### config.mk
export PLATFORM = sky130hd
export DESIGN_NAME = lcd_frame_out
export DESIGN_NICKNAME = d
export VERILOG_FILES = /design/src/rtl/lcd_frame_pkg.sv /design/src/rtl/lcd_raster_counter.sv /design/src/rtl/lcd_frame_out.sv
export SDC_FILE = /design/constraint.sdc
export NUM_CORES = 1
export LEC_CHECK = 0
export ABC_AREA = 1
export ABC_CLOCK_PERIOD_IN_PS = 1700
export BUFFER_PORTS_ARGS = -buffer_cell sky130_fd_sc_hd__buf_2
export CORE_AREA = 5 5 95 97
export CTS_CLUSTER_SIZE = 28
export DETAILED_ROUTE_END_ITERATION = 6
export DIE_AREA = 0 0 100 102
export PLACE_DENSITY_LB_ADDON = 0.08
export SLEW_MARGIN = 20
export SYNTH_ARGS = -nofsm -noshare
export SYNTH_HDL_FRONTEND = slang
export SYNTH_SLANG_ARGS = --single-unit
### constraint.sdc
create_clock -name Clock -period 1.7 [get_ports Clock]
set_clock_uncertainty 0.2 [all_clocks]
set_input_delay 0 -clock Clock [delete_from_list [all_inputs] [get_ports Clock]]
set_output_delay 0 -clock Clock [all_outputs]
set_load 0.005 [all_outputs]
### src/rtl/lcd_frame_pkg.sv
// Shared definitions for the LCD output stage: run/stop FSM states and the
// default raster timing that the filter pipe windows are built from.
package lcd_frame_pkg;

    typedef enum logic [1:0] {
        IDLE     = 2'd0,
        WAIT_SOF = 2'd1,
        RUN      = 2'd2,
        STOPPING = 2'd3
    } frame_state_t;

    localparam int H_TOTAL_DEF   = 1056;
    localparam int H_SYNC_W_DEF  = 30;
    localparam int H_START_DEF   = 216;
    localparam int H_ACTIVE_DEF  = 640;
    localparam int V_TOTAL_DEF   = 525;
    localparam int V_SYNC_W_DEF  = 3;
    localparam int V_START_DEF   = 35;
    localparam int V_ACTIVE_DEF  = 480;
    localparam int READ_LEAD_DEF = 2;

    function automatic logic in_range(input int value, input int lo, input int hi);
        return (value >= lo) && (value <= hi);
    endfunction

endpackage

### src/rtl/lcd_raster_counter.sv
// Half-rate pixel enable plus free-running H/V raster counters with wrap flags.
module lcd_raster_counter
    import lcd_frame_pkg::*;
#(
    parameter int H_TOTAL = H_TOTAL_DEF,
    parameter int V_TOTAL = V_TOTAL_DEF
) (
    input  logic        Clock,
    input  logic        Resetn,
    output logic        clock_en,
    output logic [10:0] h_count,
    output logic [9:0]  v_count,
    output logic        end_of_line,
    output logic        end_of_frame
);

    assign end_of_line  = clock_en && (h_count == 11'(H_TOTAL - 1));
    // High for the whole last line; qualify with end_of_line for the wrap point.
    assign end_of_frame = (v_count == 10'(V_TOTAL - 1));

    // NOTE: state is updated with <= so every reader in this edge sees the old value.
    always_ff @(posedge Clock or negedge Resetn) begin
        if (!Resetn) begin
            clock_en <= 1'b0;
            h_count  <= '0;
            v_count  <= '0;
        end else begin
            clock_en <= !clock_en;
            if (end_of_line) begin
                h_count <= '0;
                v_count <= end_of_frame ? 10'd0 : v_count + 10'd1;
            end else if (clock_en) begin
                h_count <= h_count + 11'd1;
            end
        end
    end

endmodule

### src/rtl/lcd_frame_out.sv
// LCD raster timing and panel driver for the image filter pipe, with a
// start/stop FSM that only switches streaming at frame boundaries.
module lcd_frame_out
    import lcd_frame_pkg::*;
#(
    parameter int H_TOTAL   = H_TOTAL_DEF,
    parameter int H_SYNC_W  = H_SYNC_W_DEF,
    parameter int H_START   = H_START_DEF,
    parameter int H_ACTIVE  = H_ACTIVE_DEF,
    parameter int V_TOTAL   = V_TOTAL_DEF,
    parameter int V_SYNC_W  = V_SYNC_W_DEF,
    parameter int V_START   = V_START_DEF,
    parameter int V_ACTIVE  = V_ACTIVE_DEF,
    parameter int READ_LEAD = READ_LEAD_DEF
) (
    input  logic        Clock,
    input  logic        Resetn,
    input  logic        Enable,
    output logic        Clock_en,
    output logic [10:0] H_Count,
    output logic [9:0]  V_Count,
    output logic        Pipe_enable,
    output logic        oRead_out_en,
    input  logic [7:0]  R_in,
    input  logic [7:0]  G_in,
    input  logic [7:0]  B_in,
    output logic        LCD_HS,
    output logic        LCD_VS,
    output logic        LCD_DE,
    output logic [7:0]  LCD_R,
    output logic [7:0]  LCD_G,
    output logic [7:0]  LCD_B,
    output logic        Frame_done,
    output logic [15:0] Frame_count
);

    frame_state_t state;
    logic end_of_line, last_line, frame_point;
    logic streaming, v_active, de_next, read_next;
    int   h_pos, v_pos;

    lcd_raster_counter #(
        .H_TOTAL(H_TOTAL),
        .V_TOTAL(V_TOTAL)
    ) u_raster (
        .Clock       (Clock),
        .Resetn      (Resetn),
        .clock_en    (Clock_en),
        .h_count     (H_Count),
        .v_count     (V_Count),
        .end_of_line (end_of_line),
        .end_of_frame(last_line)
    );

    assign frame_point = end_of_line && last_line;
    assign streaming   = (state == RUN) || (state == STOPPING);
    assign h_pos       = int'(H_Count);
    assign v_pos       = int'(V_Count);
    assign v_active    = in_range(v_pos, V_START, V_START + V_ACTIVE - 1);
    assign de_next     = streaming && v_active
                         && in_range(h_pos, H_START, H_START + H_ACTIVE - 1);
    // The read window is the active window shifted READ_LEAD pixels earlier.
    assign read_next   = streaming && v_active
                         && in_range(h_pos, H_START - READ_LEAD,
                                     H_START + H_ACTIVE - 1 - READ_LEAD);

    // Panel outputs and the read strobe load on the edge that opens a Clock_en=1
    // cycle, so the strobe is a single-Clock pulse inside that cycle.
    always_ff @(posedge Clock or negedge Resetn) begin
        if (!Resetn) begin
            LCD_HS       <= 1'b1;
            LCD_VS       <= 1'b1;
            LCD_DE       <= 1'b0;
            LCD_R        <= '0;
            LCD_G        <= '0;
            LCD_B        <= '0;
            oRead_out_en <= 1'b0;
        end else if (!Clock_en) begin
            LCD_HS       <= (h_pos >= H_SYNC_W);
            LCD_VS       <= (v_pos >= V_SYNC_W);
            LCD_DE       <= de_next;
            LCD_R        <= de_next ? R_in : 8'd0;
            LCD_G        <= de_next ? G_in : 8'd0;
            LCD_B        <= de_next ? B_in : 8'd0;
            oRead_out_en <= read_next;
        end else begin
            oRead_out_en <= 1'b0;
        end
    end

    always_ff @(posedge Clock or negedge Resetn) begin
        if (!Resetn) begin
            state       <= IDLE;
            Pipe_enable <= 1'b0;
            Frame_done  <= 1'b0;
            Frame_count <= '0;
        end else begin
            Frame_done <= 1'b0;
            if (frame_point && streaming) begin
                Frame_done  <= 1'b1;
                Frame_count <= Frame_count + 16'd1;
            end
            case (state)
                IDLE: begin
                    if (Enable) state <= WAIT_SOF;
                end
                WAIT_SOF: begin
                    if (!Enable) begin
                        state <= IDLE;
                    end else if (frame_point) begin
                        state       <= RUN;
                        Pipe_enable <= 1'b1;
                    end
                end
                RUN: begin
                    if (!Enable) state <= STOPPING;
                end
                STOPPING: begin
                    if (Enable) begin
                        state <= RUN;
                    end else if (frame_point) begin
                        state       <= IDLE;
                        Pipe_enable <= 1'b0;
                    end
                end
                default: state <= IDLE;
            endcase
        end
    end

endmodule

==> flow_summary.toml <==
[run]
cap_violations = 0

[global_route]
use_met2_pct = 36.7
gr-max-usage-layer = "met2"
grt_max_degree = 71
overflow = 0
grt.total_usage_pct = 22.0
grt_pass1_wl_um = 17800
met3_usage_pct = 3.89
antenna_found_initial = 0
grt_pass1_vias = 3836
gr-usage-met1_pct = 27.6

[worst_setup_path]
cp_data_arrival_time_ns = 1.93
start_kind = "flop"
path_class = "reg -> reg"
cp-end-kind = "flop"
required_ns = 1.80
rr_worst_depth = 9
cp_max_fo = 8

[placed_design]
gp_congestion = 0.848
dpl_cell_area_mm2 = 0.00473
io_buffers = 94
dpl.cell_count = 719
post-dp-hpwl_um = 7310
preCtsSetupSlack_ns = -0.146

[sta]
rsz0062_at_grt = "yes"
setup_slack_ns = -0.130
slew_headroom_pct = 75.0
setup_viol = 52
fin_crit_ns = 1.83
timing.fmax_mhz = 546
maxSlewViolCount = 0
fin_crit_sh_pct = 108
tightest_slew_ns = 0.376
hold_viol_final = 0

[die]
die_y_um = 102
core.rowCount = 33
initial_core_util_pct = 46.8
coreArea_mm2 = 0.00805
die_w_um = 100
ioPinCount = 95
die_area_mm2 = 0.0102

[cts]
path_clk_slew_ns = 0.08
clock_path_buffers = 2
clock-root-buffer = "clkbuf_8"
cts_tree = "done"
cts_made_buffers = 9
clk_latency_ns = 0.36
h-tree-depth = 3
cts.sinks = 70

[power]
ir_drop_mv = 0.338
total_leakage_power_nw = 3.00
p_total_mw = 3.16
power.density_mw_per_mm2 = 543

[synthesis]
synthCells = 478
async_flop_share_pct = 100
synthesis.area_mm2 = 0.00377
synth_edf_count = 0
synth_flop_cell = "dfrtp_1"
synth_top_cell_by_area = "dfrtp_1"
synth_warnings = 0
synth_top_area_share_pct = 45.1
synth.net_count = 512
synth_area_per_cell_um2 = 7.89
synth-seq-area-share_pct = 46.5
synth.distinct_cells = 32
ys_ff_latch = 70
synth_area_leaders = "dfrtp_1 45%, nand2_1 15%, nand3_1 7.4%, nor2_1 4.3%, inv_1 4.0%"

[detailed_routing]
routed_wl_um = 11200
drtIter0Drc = 135
num_vias = 3920
dr.pass1.iters = 4
avgRoutedWirePerCell_um = 14.4
vias_per_cell = 5.03
postRouteAntennaNets = 0
drc = 0

[final_layout]
fillers = 623
final_cells = 779
layout-drive-gt1-share_pct = 42.4
finalCoreUtilization_pct = 72.2
area_growth_pct = 54.3
final_nets = 703
diodes = 0
fin_area_mm2 = 0.00582

[min_path]
hold-path-cell-count = 4
hold_class = "in -> reg"

[outcome]
status = "complete, but fails checks"
violations = "setup timing"
==> synthesized netlist by cell type, types with 2 or more instances <==
cell and n:
dfstp_2 2, nor4_1 2, clkbuf_1 4, inv_2 4, nand2_2 4, xnor2_1 6, nor2_1 43, nor2_4 4
nor3_1 11, nand3_1 56, nand2_1 153, nor3_2 5, o21ai_0 18, nor2_2 3, buf_6 5, nand4_1 8
xor2_1 12, o21ai_1 2, ha_1 7, dfrtp_1 68, a21oi_1 11, inv_1 40
==> worst max-delay path, cell delays in order, from the launching register on <==
cell and delay [ns]:
dfrtp_2 0.47, inv_2 0.09, buf_6 0.10, nand2_4 0.05, nor2_4 0.17, nand4_4 0.19, nor2_8 0.21, buf_8 0.16
nand3_2 0.07, nand2_1 0.07
==> cells by family after synthesis <==
group | synth area share [%]
flip-flops | 46.5
AND/OR/NAND/NOR | 35.4
buffers and inverters | 6.60
adder cells (fa/ha/maj) | 2.32
AO/OA/AOI/OAI | 4.95
XOR/XNOR | 4.18
==> through the flow <==
stage,TNS (ns),hold slack (ns)
after floorplan,-0.807,-0.496
after global placement,-2.16,-0.141
after detailed placement,-3.30,-0.145
after CTS,-1.20,0.182
after global routing,-8.56,0.213
final,-3.89,0.198
==> timing repair <==
action / CTS / global route
setup endpoints to repair: 51 / 61
cloned: 1 / 1
pin swaps: 24 / 38
hold endpoints to repair: 97 / 0
hold buffers: 27 / 0
gates resized for setup: 51 / 81
setup buffers: 9 / 8
==> report_power, final <==
part           internal (mW)  switching, mW
sequential              1.66        0.00137
clock                  0.688          0.683
combinational         0.0686         0.0538
total                   2.42          0.739
==> routing by layer <==
layer | vias to the layer above | routed length [um]
li1 | 1925 | -
met3 | 32 | 563
met2 | 114 | 5510
met4 | 0 | 384
met5 | - | 0
met1 | 1849 | 4780
==> flip-flops by register name, summed over array words and instances, names as in the netlist, named ones only <==
register,flops
Pipe_enable,1
u_raster.h_count,11
oRead_out_en,1
state,1
LCD_B,8
Frame_count,16
Frame_done,1
LCD_G,8
LCD_R,8
u_raster.v_count,10
LCD_VS,1
u_raster.clock_en,1
LCD_HS,1
LCD_DE,1
==> layout by cell type, fill, tap and decap left out, drive strengths merged, types with 6 or more instances in the layout <==
master	instances
buf	162
nand2	159
dfrtp	68
nand3	57
nor2	51
inv	45
dlygate4sd3	27
o21ai	20
nor3	16
xor2	12
a21oi	11
clkbuf	10
nand4	9
ha	7
xnor2	6
==> cell type report <==
| class | instances | area [um2] | area share, % |
|---|---|---|---|
| clock buffer | 10 | 128 | 2.19 |
| clock inverter | 6 | 71.3 | 1.23 |
| inverter | 44 | 175 | 3.01 |
| multi-input combinational | 354 | 2190 | 37.6 |
| sequential | 70 | 1760 | 30.3 |
| tap | 105 | 131 | 2.26 |
| timing repair buffer | 190 | 1360 | 23.4 |
==> worst paths after layout <==
check	startpoint	slack [ns]	endpoint
hold / removal	B_in[5]	0.20	LCD_B[5]
hold reg to reg	LCD_R[6]	0.28	LCD_R[6]
min in group asynchronous	Resetn	0.56	u_raster.h_count[5]
setup reg to reg	u_raster.h_count[7]	-0.13	Frame_count[10]
setup / recovery	u_raster.h_count[7]	-0.13	Frame_count[10]
max in group asynchronous	Resetn	0.40	u_raster.v_count[1]
(Power assumes the default switching activity.)
